==> config.mk <==
export PLATFORM = sky130hd
export DESIGN_NAME = trap_ctrl_flat
export DESIGN_NICKNAME = d
export VERILOG_FILES = /design/src/rtl/trap_ctrl_if.sv /design/src/rtl/trap_ctrl.sv /design/src/flat_wrapper.sv
export SDC_FILE = /design/constraint.sdc
export NUM_CORES = 1
export LEC_CHECK = 0
export ABC_AREA = 1
export ABC_CLOCK_PERIOD_IN_PS = 1800
export BUFFER_PORTS_ARGS = -buffer_cell sky130_fd_sc_hd__buf_2
export CAP_MARGIN = 15
export CORE_AREA = 2 2 103 105
export DETAILED_ROUTE_END_ITERATION = 12
export DIE_AREA = 0 0 105 107
export GPL_ROUTABILITY_DRIVEN = 0
export GPL_TIMING_DRIVEN = 0
export HOLD_SLACK_MARGIN = 0.08
export PLACE_DENSITY = 0.74
export SYNTH_ARGS = -nofsm -noshare
export SYNTH_HDL_FRONTEND = slang
export SYNTH_SLANG_ARGS = --single-unit
==> constraint.sdc <==
create_clock -name clk -period 1.8 [get_ports clk]
set_input_delay 0 -clock clk [delete_from_list [all_inputs] [get_ports clk]]
set_output_delay 0 -clock clk [all_outputs]
set_load 0.05 [all_outputs]
==> src/rtl/trap_ctrl_if.sv <==
// Bus between trap_ctrl and its neighbours (MEM stage and CSR file).
//   master : pipeline/CSR side. Drives the MEM-stage instruction info and the CSR
//            values, and receives the trap strobe, flush and redirect PC.
//   slave  : trap_ctrl side.
interface trap_ctrl_if;
  logic        mem_valid_i;
  logic        stall_i;
  logic [31:0] mem_inst_addr_i;
  logic        mem_ecall_i;
  logic        mem_illegal_i;
  logic        mem_mret_i;
  logic [31:0] mstatus_i;
  logic [31:0] mie_i;
  logic [31:0] mtvec_i;
  logic [31:0] mepc_i;
  logic [31:0] excepttype_o;
  logic [31:0] current_inst_addr_o;
  logic        flush_o;
  logic [31:0] new_pc_o;

  modport master (
    output mem_valid_i, stall_i, mem_inst_addr_i, mem_ecall_i, mem_illegal_i,
           mem_mret_i, mstatus_i, mie_i, mtvec_i, mepc_i,
    input  excepttype_o, current_inst_addr_o, flush_o, new_pc_o
  );

  modport slave (
    input  mem_valid_i, stall_i, mem_inst_addr_i, mem_ecall_i, mem_illegal_i,
           mem_mret_i, mstatus_i, mie_i, mtvec_i, mepc_i,
    output excepttype_o, current_inst_addr_o, flush_o, new_pc_o
  );
endinterface

==> src/rtl/trap_ctrl.sv <==
// Trap arbiter between the MEM stage and the CSR file.
//   clk, rst     : clock, asynchronous active-low reset
//   ext_int_i    : external interrupt (asynchronous level, synchronised here)
//   timer_int_i  : timer interrupt level from the CSR file
//   bus (slave)  : MEM-stage instruction info, CSR values in;
//                  excepttype/current_inst_addr strobe, flush pulse, redirect PC out.
// A trap is committed in IDLE, presented for exactly one cycle in TRAP, and
// followed by one RECOVER cycle that blocks re-entry while the CSR file applies
// its MIE/mepc update.
module trap_ctrl #(
  parameter int unsigned SYNC_STAGES     = 2,
  parameter int unsigned EXT_INT_CAUSE   = 11,
  parameter int unsigned TIMER_INT_CAUSE = 7
) (
  input  logic        clk,
  input  logic        rst,
  input  logic        ext_int_i,
  input  logic        timer_int_i,
  trap_ctrl_if.slave  bus
);

  localparam logic [3:0]  EXT_C   = 4'(EXT_INT_CAUSE);
  localparam logic [3:0]  TIMER_C = 4'(TIMER_INT_CAUSE);
  localparam logic [31:0] CODE_ILLEGAL = 32'h0000_0002;
  localparam logic [31:0] CODE_ECALL   = 32'h0000_000B;
  localparam logic [31:0] CODE_MRET    = 32'h0000_000A;
  localparam logic [31:0] CODE_EXT     = {1'b1, 27'b0, EXT_C};
  localparam logic [31:0] CODE_TIMER   = {1'b1, 27'b0, TIMER_C};

  typedef enum logic [1:0] {IDLE, TRAP, RECOVER} state_e;

  state_e                 state_q, state_d;
  logic [SYNC_STAGES-1:0] sync_q, sync_d;
  logic                   sync_prev_q, sync_prev_d;
  logic                   ext_pend_q, ext_pend_d;
  logic [31:0]            excepttype_q, excepttype_d;
  logic [31:0]            cia_q, cia_d;
  logic                   flush_q, flush_d;
  logic                   mret_q, mret_d;

  logic        ext_sync, ext_rise, mie_en, ext_ok, timer_ok, take, ext_commit;
  logic [31:0] code, base, new_pc;

  // Only MIE, MEIE and MTIE are consumed.
  logic unused_csr_bits;
  assign unused_csr_bits = ^{bus.mstatus_i[31:4], bus.mstatus_i[2:0],
                             bus.mie_i[31:12], bus.mie_i[10:8], bus.mie_i[6:0]};

  always_comb begin
    sync_d      = {sync_q[SYNC_STAGES-2:0], ext_int_i};
    ext_sync    = sync_q[SYNC_STAGES-1];
    sync_prev_d = ext_sync;
    ext_rise    = ext_sync & ~sync_prev_q;

    mie_en   = bus.mstatus_i[3];
    ext_ok   = ext_pend_q & mie_en & bus.mie_i[11];
    timer_ok = timer_int_i & mie_en & bus.mie_i[7];
    take     = bus.mem_valid_i & ~bus.stall_i & (state_q == IDLE);

    // Priority: synchronous exceptions first, then external, then timer.
    code = 32'h0;
    if (bus.mem_illegal_i)    code = CODE_ILLEGAL;
    else if (bus.mem_ecall_i) code = CODE_ECALL;
    else if (bus.mem_mret_i)  code = CODE_MRET;
    else if (ext_ok)          code = CODE_EXT;
    else if (timer_ok)        code = CODE_TIMER;

    state_d      = state_q;
    excepttype_d = excepttype_q;
    cia_d        = cia_q;
    flush_d      = flush_q;
    mret_d       = mret_q;
    ext_commit   = 1'b0;

    case (state_q)
      IDLE: begin
        excepttype_d = 32'h0;
        flush_d      = 1'b0;
        if (take && code != 32'h0) begin
          state_d      = TRAP;
          excepttype_d = code;
          cia_d        = bus.mem_inst_addr_i;
          flush_d      = 1'b1;
          mret_d       = (code == CODE_MRET);
          ext_commit   = (code == CODE_EXT);
        end
      end
      TRAP: begin
        state_d      = RECOVER;
        excepttype_d = 32'h0;
        flush_d      = 1'b0;
      end
      default: begin
        state_d      = IDLE;
        excepttype_d = 32'h0;
        flush_d      = 1'b0;
      end
    endcase

    // A new edge in the commit cycle keeps the interrupt pending.
    ext_pend_d = ext_rise | (ext_pend_q & ~ext_commit);

    // Redirect target uses CSR values as seen during TRAP itself.
    base   = {bus.mtvec_i[31:2], 2'b00};
    new_pc = 32'h0;
    if (state_q == TRAP) begin
      if (mret_q)
        new_pc = bus.mepc_i;
      else if (excepttype_q[31] && bus.mtvec_i[1:0] == 2'b01)
        new_pc = base + {26'b0, excepttype_q[3:0], 2'b00};
      else
        new_pc = base;
    end
  end

  always_ff @(posedge clk or negedge rst) begin
    if (!rst) begin
      state_q      <= IDLE;
      sync_q       <= '0;
      sync_prev_q  <= 1'b0;
      ext_pend_q   <= 1'b0;
      excepttype_q <= 32'h0;
      cia_q        <= 32'h0;
      flush_q      <= 1'b0;
      mret_q       <= 1'b0;
    end else begin
      state_q      <= state_d;
      sync_q       <= sync_d;
      sync_prev_q  <= sync_prev_d;
      ext_pend_q   <= ext_pend_d;
      excepttype_q <= excepttype_d;
      cia_q        <= cia_d;
      flush_q      <= flush_d;
      mret_q       <= mret_d;
    end
  end

  assign bus.excepttype_o        = excepttype_q;
  assign bus.current_inst_addr_o = cia_q;
  assign bus.flush_o             = flush_q;
  assign bus.new_pc_o            = new_pc;

endmodule
==> src/flat_wrapper.sv <==
// flat-port wrapper written by rule: the top's interface ports become plain ports
module trap_ctrl_flat 
#(
  parameter int unsigned SYNC_STAGES     = 2,
  parameter int unsigned EXT_INT_CAUSE   = 11,
  parameter int unsigned TIMER_INT_CAUSE = 7
)
  (clk, rst, ext_int_i, timer_int_i, bus_mem_valid_i, bus_stall_i, bus_mem_inst_addr_i, bus_mem_ecall_i, bus_mem_illegal_i, bus_mem_mret_i, bus_mstatus_i, bus_mie_i, bus_mtvec_i, bus_mepc_i, bus_excepttype_o, bus_current_inst_addr_o, bus_flush_o, bus_new_pc_o);
  trap_ctrl_if bus_i ();
  input  logic clk;
  input  logic rst;
  input  logic ext_int_i;
  input  logic timer_int_i;
  input wire logic [$bits(bus_i.mem_valid_i)-1:0] bus_mem_valid_i;
  input wire logic [$bits(bus_i.stall_i)-1:0] bus_stall_i;
  input wire logic [$bits(bus_i.mem_inst_addr_i)-1:0] bus_mem_inst_addr_i;
  input wire logic [$bits(bus_i.mem_ecall_i)-1:0] bus_mem_ecall_i;
  input wire logic [$bits(bus_i.mem_illegal_i)-1:0] bus_mem_illegal_i;
  input wire logic [$bits(bus_i.mem_mret_i)-1:0] bus_mem_mret_i;
  input wire logic [$bits(bus_i.mstatus_i)-1:0] bus_mstatus_i;
  input wire logic [$bits(bus_i.mie_i)-1:0] bus_mie_i;
  input wire logic [$bits(bus_i.mtvec_i)-1:0] bus_mtvec_i;
  input wire logic [$bits(bus_i.mepc_i)-1:0] bus_mepc_i;
  output wire logic [$bits(bus_i.excepttype_o)-1:0] bus_excepttype_o;
  output wire logic [$bits(bus_i.current_inst_addr_o)-1:0] bus_current_inst_addr_o;
  output wire logic [$bits(bus_i.flush_o)-1:0] bus_flush_o;
  output wire logic [$bits(bus_i.new_pc_o)-1:0] bus_new_pc_o;
  assign bus_i.mem_valid_i = bus_mem_valid_i;
  assign bus_i.stall_i = bus_stall_i;
  assign bus_i.mem_inst_addr_i = bus_mem_inst_addr_i;
  assign bus_i.mem_ecall_i = bus_mem_ecall_i;
  assign bus_i.mem_illegal_i = bus_mem_illegal_i;
  assign bus_i.mem_mret_i = bus_mem_mret_i;
  assign bus_i.mstatus_i = bus_mstatus_i;
  assign bus_i.mie_i = bus_mie_i;
  assign bus_i.mtvec_i = bus_mtvec_i;
  assign bus_i.mepc_i = bus_mepc_i;
  assign bus_excepttype_o = bus_i.excepttype_o;
  assign bus_current_inst_addr_o = bus_i.current_inst_addr_o;
  assign bus_flush_o = bus_i.flush_o;
  assign bus_new_pc_o = bus_i.new_pc_o;
  trap_ctrl #(.SYNC_STAGES(SYNC_STAGES), .EXT_INT_CAUSE(EXT_INT_CAUSE), .TIMER_INT_CAUSE(TIMER_INT_CAUSE)) u_core (.clk(clk), .rst(rst), .ext_int_i(ext_int_i), .timer_int_i(timer_int_i), .bus(bus_i));
endmodule
==> impl_metrics.json, run 1 <==
{
  "status": "complete, but fails checks",
  "violations": "setup timing",
  "grt_pass1_vias": 4159,
  "fin_ws_ns": -0.500,
  "wl_per_cell_um": 12.6,
  "fin_crit_ns": 2.30,
  "ys.warnings.count": 0,
  "worstPathCellList": "ha_4 -> inv_2 -> fa_2 -> nor2_2 -> nor2_2 -> inv_2 -> nand3_4 -> nor2_4 -> nand3_2 -> nand2_1 -> nand3_2 -> nand2_2 -> clkinvlp_4 -> buf_8",
  "vias_per_cell": 4.51,
  "finalCoreUtilization": 0.590,
  "synthTopCellsByCount": "nand2_1, nor2_1, inv_1",
  "synth_area_leaders": "dfrtp_1, nand2_1, nor2_1",
  "grt-ovfl-total": 0,
  "async_flop_share": 1.00,
  "cp-start-kind": "register",
  "grtUsageMet3": 0.0468,
  "clock_tree.root_cell": "clkbuf_8",
  "critical_path.endpoint": "bus_new_pc_o[28]",
  "final.fill_count": 928,
  "initial_core_util": 0.345,
  "r2r_cells": 9,
  "synth_ff_type": "dfrtp_1",
  "power.leakage_nw": 3.27,
  "finalPower_mw": 4.00,
  "rsz0062_at_grt": "yes",
  "clock.fmax_mhz": 435,
  "synth-seq-area-share": 0.323,
  "ys_types": 33,
  "grt_max_degree": 46,
  "period_share": 1.28,
  "drt-initial-drc-count": 229,
  "die_y_um": 107,
  "final_cells": 968,
  "ys_seq_elements": 45,
  "worst-setup-path-type": "reg -> out",
  "min_path_type": "in -> reg",
  "clkTransAtPathRegs_ns": 0.09,
  "reg2reg_to": "u_core.bus.current_inst_addr_o[24]$_DFFE_PN0P_",
  "grt_pass1_wl_um": 19100,
  "routed_wl_um": 12200,
  "yosys.area.top_type": "dfrtp_1",
  "crit_buf_inv": 4,
  "worst-path-stages": 14,
  "htree_levels": 2,
  "cts.sinks": 45,
  "peakVddDrop_mv": 0.765,
  "io_buffers": 176,
  "drive_above_1_share": 0.419,
  "vias": 4367,
  "rrSetupSlack_ns": -0.03,
  "design.portCount": 266,
  "synthCells": 557,
  "power_density_nw_per_um2": 672,
  "cts.path.max_buffers": 2,
  "yosysTopAreaCellShare": 0.323,
  "met2_usage": 0.378,
  "dr.pass1.iters": 4,
  "slew_headroom": 0.337,
  "syn2layout_area_growth_pct": 70.9,
  "critPathSlowestCell": "dfrtp_2",
  "chipWidth_um": 105,
  "drc": 0,
  "multi_input_area_um2": 2260,
  "maxSlewViolCount": 0,
  "setup_viol": 31,
  "worstPathArrival_ns": 2.30,
  "place_inst": 895,
  "avgSynthCellArea_um2": 6.25,
  "drv_cap": 0,
  "syn_area_um2": 3480,
  "core_um2": 10100,
  "drt.antenna.violating_nets": 0,
  "dp_slack_ns": -0.571,
  "worstMarginPinSlew_ns": 0.995,
  "synth_edf_count": 0,
  "cpLargestDelayFamily": "simple AND/OR/NAND/NOR gates",
  "max_stage_delay_ns": 0.41,
  "final_nets": 1004,
  "cts_buffers": 5,
  "die_area_um2": 11200,
  "finClkSkew_ns": 0.0141,
  "worstPathMaxFanout": 7,
  "use_met1": 0.238,
  "grt_usage": 0.207,
  "crit_start": "u_core.bus.excepttype_o[0]$_DFF_PN0_",
  "hold_viol": 0,
  "reg2reg_from": "u_core.state_q[1]$_DFFE_PN0P_",
  "rows": 37,
  "crit_required_ns": 1.80,
  "yosysMostFrequentCell": "nand2_1",
  "holdPathStages": 4,
  "top_usage_layer": "met2",
  "seq_area_um2": 1130,
  "dp_hpwl_um": 8480,
  "cts_tree": "yes",
  "antenna_found_initial": 1,
  "worstSkewPairLatency_ns": 0.30,
  "cp-end-kind": "output pin"
}
## placed cells by master, fill, tap and decap left out, types with 4 or more instances in the layout
cell type      synthesis  routed
nand2_1              198     181
buf_2                  1     157
nor2_1                79      70
buf_4                 30      48
inv_1                 64      44
dlygate4sd3_1          0      39
dfrtp_1               45      39
nand3_1               42      30
conb_1                 1      27
buf_6                  3      20
nand2_2                0      15
o21ai_0               24      13
inv_2                  3      12
clkinvlp_4             0      11
buf_8                  0      10
nand3_2                0       9
nor2_2                 0       6
nor3_1                 7       6
o21ai_1                1       6
o21ai_2                0       6
clkbuf_8               0       6
dfrtp_2                0       6
nand4_1                5       5
nand3b_1               4       4
a21oi_4                0       4
a21oi_2                0       4
o211ai_1               4       4
or2_4                  0       4
ha_4                   0       4
## metrics by stage
| stage | TNS (ns) | hold WS, ns | instance area, um^2 |
|---|---|---|---|
| after floorplan | -2.43 | -0.296 | 3770 |
| after global placement | -7.29 | 0.108 | 4820 |
| after detailed placement | -7.61 | 0.112 | 4820 |
| after CTS | -10.36 | 0.0965 | 5720 |
| after global routing | -16.15 | 0.161 | 5950 |
| final | -10.47 | 0.136 | 5950 |
## metal layers
metal | part of all wire | vias to the layer above
met5 | 0 | -
met4 | 0.022 | 0
met3 | 0.070 | 23
met2 | 0.51 | 184
met1 | 0.40 | 1938
li1 | - | 2222
## worst min-delay path by stage
stage          slack, ns                                       endpoint           from
2_1_floorplan      -0.30  u_core.bus.current_inst_addr_o[0]$_DFFE_PN0P_            rst
3_3_place_gp        0.11                     u_core.sync_q[0]$_DFF_PN0_      ext_int_i
3_5_place_dp        0.11                     u_core.sync_q[0]$_DFF_PN0_      ext_int_i
4_1_cts              0.1           u_core.bus.excepttype_o[2]$_DFF_PN0_  bus_mie_i[11]
5_1_grt             0.16           u_core.bus.excepttype_o[2]$_DFF_PN0_   bus_mie_i[7]
6_report            0.14           u_core.bus.excepttype_o[2]$_DFF_PN0_  bus_mie_i[11]
## cell families after synthesis
| group | Yosys count | share of synthesized area |
|---|---|---|
| and+or+nand+nor | 348 | 0.418 |
| other | 1 | 0.00108 |
| DFF | 45 | 0.323 |
| xor gates and xnor gates | 2 | 0.00503 |
| AOI/OAI and AO/OA | 45 | 0.0737 |
| buffers and inverters | 111 | 0.159 |
| adders and majority gates | 5 | 0.0201 |
## sequential cells by signal, indices dropped and copies added, names as in the netlist
register                        count
u_core.ext_pend_q                   1
u_core.state_q                      2
u_core.mret_q                       1
u_core.bus.current_inst_addr_o     32
u_core.sync_prev_q                  1
u_core.bus.excepttype_o             5
u_core.bus.flush_o                  1
u_core.sync_q                       2
## worst min-delay path, delay by kind of cell
| kind | cells | cell delay (ns) |
|---|---|---|
| buffers and inverters | 1 | 0.08 |
| and+or+nand+nor | 3 | 0.33 |
## layout make-up
cell class              instances  area share
diodes                          1    0.000421
plain buffers                  41      0.0503
clock buffers                   6      0.0139
clock inverters                 2     0.00273
inverters                      67      0.0490
multi-input cells             427       0.380
flip-flops and latches         45       0.191
well taps                     136      0.0286
repair buffers                243       0.285
## where the power goes
group,switching [mW],internal (mW),leakage (nW)
sequential,0.101,1.17,0.554
combinational,1.44,0.619,2.67
clock,0.348,0.316,0.0478
## what timing repair did
item                                    in CTS  in global routing
endpoints found under the hold margin       86                  0
resized for setup                          106                 31
setup buffers                               10                 16
endpoints found under the setup margin      31                 64
pin swaps                                   31                 14
hold buffers                                41                  0
Power figures use the tool's default switching activity.
==> inputs of run 2 (changes only) <==
- CORE_AREA: 2 2 103 105 -> 2 2 102 104
- CTS_BUF_LIST: unset -> sky130_fd_sc_hd__clkbuf_8
- DIE_AREA: 0 0 105 107 -> 0 0 104 106
- PLACE_DENSITY: 0.74 -> 0.75
==> run 2 against run 1 <==
  * The flow still finishes with violations (setup timing)
  * Maximum frequency shrank 3.2%
  * Sequential power hardly changed
  * Cell count fell by 0.41%
  * Clock-buffer cell count did not move
  * Die area decreased by 1.9%
  * Clock power increased by 2%
  * Non-clock buffer count is 3 lower
  * Clock skew is 0.0037 ns lower
  * Combinational power about the same
  * Total power is 0.41% higher
  * Global-route usage is 1.2 points higher
  * Setup slack worse by 0.076 ns
  * Largest power group unchanged
==> impl_metrics.json, run 2 (synthesis results as in run 1) <==
{
  "antenna_cells": 0,
  "slew_headroom": 0.360,
  "drt.antenna.violating_nets": 0,
  "worstPathMaxFanout": 6,
  "final_nets": 1001,
  "dp_hpwl_um": 8540,
  "chipWidth_um": 104,
  "finalPower_mw": 4.02,
  "worst-setup-path-type": "reg -> out",
  "violations": "setup timing",
  "antenna_found_initial": 0,
  "design.portCount": 266,
  "worstPathCellList": "ha_4 -> inv_2 -> fa_2 -> nor2_2 -> nor2_2 -> inv_2 -> nand3_4 -> nor2_4 -> nand2_1 -> nand2_1 -> nand3_2 -> nand2_2 -> clkinvlp_4 -> buf_8",
  "cts.path.max_buffers": 2,
  "syn2layout_area_growth_pct": 71.4,
  "hold_slack_ns": 0.117,
  "final.fill_count": 903,
  "core_um2": 10000,
  "maxSlewViolCount": 0,
  "worstPathArrival_ns": 2.38,
  "finClkSkew_ns": 0.0103,
  "clkTransAtPathRegs_ns": 0.09,
  "dp_slack_ns": -0.550,
  "dr.pass1.iters": 5,
  "power_density_nw_per_um2": 673,
  "cts_buffers": 5,
  "routed_wl_um": 12300,
  "worstMarginPinSlew_ns": 0.960,
  "drive_above_1_share": 0.437,
  "clock_tree.root_cell": "clkbuf_8",
  "initial_core_util": 0.348,
  "period_share": 1.32,
  "vias": 4410,
  "min_path_type": "in -> reg",
  "grt_pass1_vias": 4264,
  "hold_viol": 0,
  "clock.fmax_mhz": 421,
  "cts.sinks": 45,
  "final_common_cell": "nand2_1",
  "drc": 0,
  "fin_ws_ns": -0.576,
  "max_stage_delay_ns": 0.41,
  "setup_viol": 29,
  "critPathSlowestCell": "dfrtp_2",
  "crit_required_ns": 1.80,
  "drv_cap": 0,
  "vias_per_cell": 4.57,
  "drt-initial-drc-count": 190,
  "io_buffers": 176,
  "wl_per_cell_um": 12.7,
  "fin_crit_ns": 2.38,
  "final.setup.tns_ns": -10.15,
  "htree_levels": 2,
  "worstSkewPairLatency_ns": 0.30,
  "status": "complete, but fails checks",
  "grt-ovfl-total": 0,
  "final_cell_mix": "nand2_1, buf_2, nor2_1",
  "peakVddDrop_mv": 0.777,
  "rows": 37,
  "grt_usage": 0.219,
  "grt_pass1_wl_um": 20100,
  "grt_max_degree": 46,
  "cp-start-kind": "register",
  "power.leakage_nw": 3.23,
  "die_area_um2": 11000,
  "largest_register_ffs": 32,
  "rsz0062_at_grt": "yes",
  "cts_tree": "yes",
  "die_y_um": 106,
  "cp-end-kind": "output pin"
}
## run 2: through the flow
| step | instances | util | instance area, um^2 |
|---|---|---|---|
| global placement | 895 | 0.482 | 4820 |
| finish | 964 | 0.597 | 5970 |
| global route | 964 | 0.597 | 5970 |
| floorplan | 583 | - | 3770 |
| detailed placement | 895 | 0.482 | 4820 |
| CTS | 955 | 0.573 | 5730 |
## run 2: final timing paths
check / endpoint / slack, ns / depth (start not counted) / from
min: u_core.bus.excepttype_o[2]$_DFF_PN0_ / 0.12 / 4 / bus_mie_i[11]
min reg2reg: u_core.sync_q[1]$_DFF_PN0_ / 0.37 / 0 / u_core.sync_q[0]$_DFF_PN0_
min in group asynchronous: u_core.bus.current_inst_addr_o[10]$_DFFE_PN0P_ / 0.39 / 2 / rst
max reg2reg: u_core.bus.current_inst_addr_o[6]$_DFFE_PN0P_ / 0.08 / 8 / u_core.state_q[1]$_DFFE_PN0P_
max in group asynchronous: u_core.mret_q$_DFFE_PN0P_ / 0.75 / 2 / rst
max: bus_new_pc_o[24] / -0.58 / 14 / u_core.bus.excepttype_o[0]$_DFF_PN0_
## run 2: report_power, final
group	switching (mW)	total [mW]	internal, mW
clock	0.360	0.677	0.316
combinational	1.44	2.07	0.626
sequential	0.0990	1.27	1.17
## run 2: cell type report
type | count | area (um^2) | share of cell area
tap | 136 | 170 | 0.0285
multi-input combinational | 427 | 2290 | 0.384
clock buffer | 6 | 82.6 | 0.0138
buffer | 43 | 310 | 0.0520
clock inverter | 2 | 16.3 | 0.00273
sequential | 45 | 1130 | 0.190
timing repair buffer | 238 | 1670 | 0.280
inverter | 67 | 292 | 0.0488
## run 2: critical path, delay by kind of cell, from the launching register on
family                   cells  cell delay [ns]
AND/OR/NAND/NOR              8             0.79
adder cells (fa/ha/maj)      2             0.50
flip-flops                   1             0.41
buffers and inverters        4             0.37
## run 2: metal layers
layer  up-vias  GRT usage  part of all wire
li1       2214          -                 -
met1      1998      0.260              0.40
met2       182      0.405              0.52
met3        16     0.0448             0.070
met4         0     0.0531             0.011
met5         -          0                 0
## run 2: what timing repair did
item | in CTS | in global routing
hold buffers | 41 | 0
buffers inserted | 12 | 9
resized for setup | 104 | 63
pin swaps | 32 | 23
endpoints found under the hold margin | 85 | 0
setup endpoints to repair | 32 | 33
==> inputs of run 3 (changes only) <==
- CORE_AREA: 2 2 102 104 -> 3 3 115 89
- DIE_AREA: 0 0 104 106 -> 0 0 118 92
- PLACE_DENSITY: 0.75 -> 0.79
==> run 3 against run 2 <==
  * The run still ends with setup timing left
  * Largest power group unchanged
  * Clock power grew 37%
  * Routed wire length grew 8.2%
  * Total power grew 8.0%
  * Global-route usage grew 0.86 points
  * Clock skew shrank 0.0052 ns
  * Utilization grew 8.3 points
  * Non-clock buffer count grew 7
  * Largest cell class unchanged
  * Clock-buffer cell count shrank 1
  * Die area shrank 1.5%
  * First-iteration DRC count grew 41%
  * Sequential power is essentially flat
  * Cell count shrank 0.10%
==> impl_metrics.json, run 3 (synthesis results as in run 1) <==
{
  "power.leakage_nw": 3.36,
  "wl_per_cell_um": 13.8,
  "hold_viol": 0,
  "fin_crit_ns": 2.38,
  "fin_ws_ns": -0.581,
  "violations": "setup timing",
  "grt_pass1_vias": 4153,
  "die_area_um2": 10900,
  "initial_core_util": 0.382,
  "rows": 30,
  "final_common_cell": "nand2_1",
  "finalPower_mw": 4.34,
  "grt_max_degree": 46,
  "slew_headroom": 0.342,
  "hold_slack_ns": 0.0988,
  "clock_tree.root_cell": "clkbuf_8",
  "cts_tree": "yes",
  "placed_cell_area_um2": 4810,
  "antenna_found_initial": 0,
  "largest_register_ffs": 32,
  "dp_hpwl_um": 9120,
  "finClkSkew_ns": 0.00514,
  "worstSkewPairLatency_ns": 0.30,
  "antenna_cells": 0,
  "maxSlewViolCount": 0,
  "cp-start-kind": "register",
  "crit_required_ns": 1.80,
  "clkTransAtPathRegs_ns": 0.09,
  "drv_cap": 0,
  "cts.path.max_buffers": 2,
  "worstMarginPinSlew_ns": 0.987,
  "core_um2": 9120,
  "cp-end-kind": "output pin",
  "worstPathMaxFanout": 6,
  "chipWidth_um": 118,
  "cts.sinks": 45,
  "peakVddDrop_mv": 0.565,
  "grt-ovfl-total": 0,
  "status": "complete, but fails checks",
  "power_density_nw_per_um2": 700,
  "final.setup.tns_ns": -11.35,
  "cts_buffers": 5,
  "final_nets": 1008,
  "grt_pass1_wl_um": 20300,
  "design.portCount": 266,
  "vias_per_cell": 4.66,
  "drive_above_1_share": 0.446,
  "period_share": 1.32,
  "rsz0062_at_grt": "yes",
  "io_buffers": 176,
  "drt-initial-drc-count": 268,
  "grt_usage": 0.228,
  "syn2layout_area_growth_pct": 78.0,
  "dr.pass1.iters": 6,
  "die_y_um": 92,
  "vias": 4490,
  "worst-setup-path-type": "reg -> out",
  "dp_slack_ns": -0.540,
  "final_cell_mix": "nand2_1, buf_2, nor2_1",
  "setup_viol": 29,
  "drt.antenna.violating_nets": 0,
  "htree_levels": 2,
  "clock.fmax_mhz": 420,
  "routed_wl_um": 13300,
  "min_path_type": "in -> reg",
  "design_area_um2": 6200,
  "worstPathArrival_ns": 2.38,
  "drc": 0
}
## run 3: changes by cell type in the layout (fill, tap and decap cells not counted), moves of 3 or more
cell	delta
o21ai_1	+3
buf_2	-4
o21ai_0	-4
nand3_4	+3
nand2_2	-5
buf_6	+10
nand3_1	-4
nand2_4	+4
## run 3: area by class of cell
| cell class | instances | area (um^2) |
|---|---|---|
| Tap cell | 128 | 160 |
| Buffer | 42 | 325 |
| Clock buffer | 5 | 68.8 |
| Clock inverter | 3 | 68.8 |
| Inverter | 67 | 293 |
| Timing Repair Buffer | 246 | 1780 |
| Sequential cell | 45 | 1130 |
| Multi-Input combinational cell | 427 | 2370 |
| Fill cell | 728 | 2920 |
## run 3: path summary, 6_finish.rpt
path | to | cells after the start | slack, ns | startpoint
max | bus_new_pc_o[28] | 14 | -0.58 | u_core.bus.excepttype_o[0]$_DFF_PN0_
min | u_core.bus.excepttype_o[2]$_DFF_PN0_ | 4 | 0.1 | bus_mstatus_i[3]
max reg2reg | u_core.bus.current_inst_addr_o[14]$_DFFE_PN0P_ | 8 | 0.06 | u_core.state_q[0]$_DFFE_PN0P_
min reg2reg | u_core.sync_q[1]$_DFF_PN0_ | 0 | 0.36 | u_core.sync_q[0]$_DFF_PN0_
max in group asynchronous | u_core.bus.excepttype_o[1]$_DFF_PN0_ | 2 | 0.73 | rst
min in group asynchronous | u_core.sync_q[1]$_DFF_PN0_ | 2 | 0.38 | rst
## run 3: per-layer routing
metal | vias to the layer above | wire [um] | track usage
met4 | 0 | 239 | 0.0468
li1 | 2232 | - | -
met3 | 25 | 943 | 0.0407
met5 | - | 0 | 0
met1 | 2034 | 5600 | 0.305
met2 | 199 | 6510 | 0.388
## run 3: worst max-delay path, cell delays in order (launching register included)
cell,delay [ns]
dfrtp_2,0.41
ha_4,0.15
inv_2,0.04
fa_2,0.38
nor2_4,0.09
nor2_2,0.06
inv_2,0.08
nand3_4,0.11
nor2_4,0.13
nand3_2,0.08
nand2_1,0.07
nand3_1,0.08
nand2_2,0.11
clkinvlp_4,0.10
buf_8,0.16
## run 3: where the power goes
part,internal [mW],switching (mW),leakage [nW]
logic,0.664,1.48,2.74
clock network,0.559,0.371,0.0687
registers,1.17,0.0942,0.554
total,2.40,1.94,3.36
## run 3: what timing repair did
item	in CTS	in global routing
gates resized for setup	147	53
setup endpoints to repair	31	66
hold endpoints to repair	86	0
setup buffers	16	14
pin swaps	20	38
hold buffers	41	0
## run 3: per-stage QoR
stage	util	instances
final	0.679	963
after global routing	0.679	963
after CTS	0.648	951
after detailed placement	0.528	887
after global placement	0.528	887
after floorplan	-	583
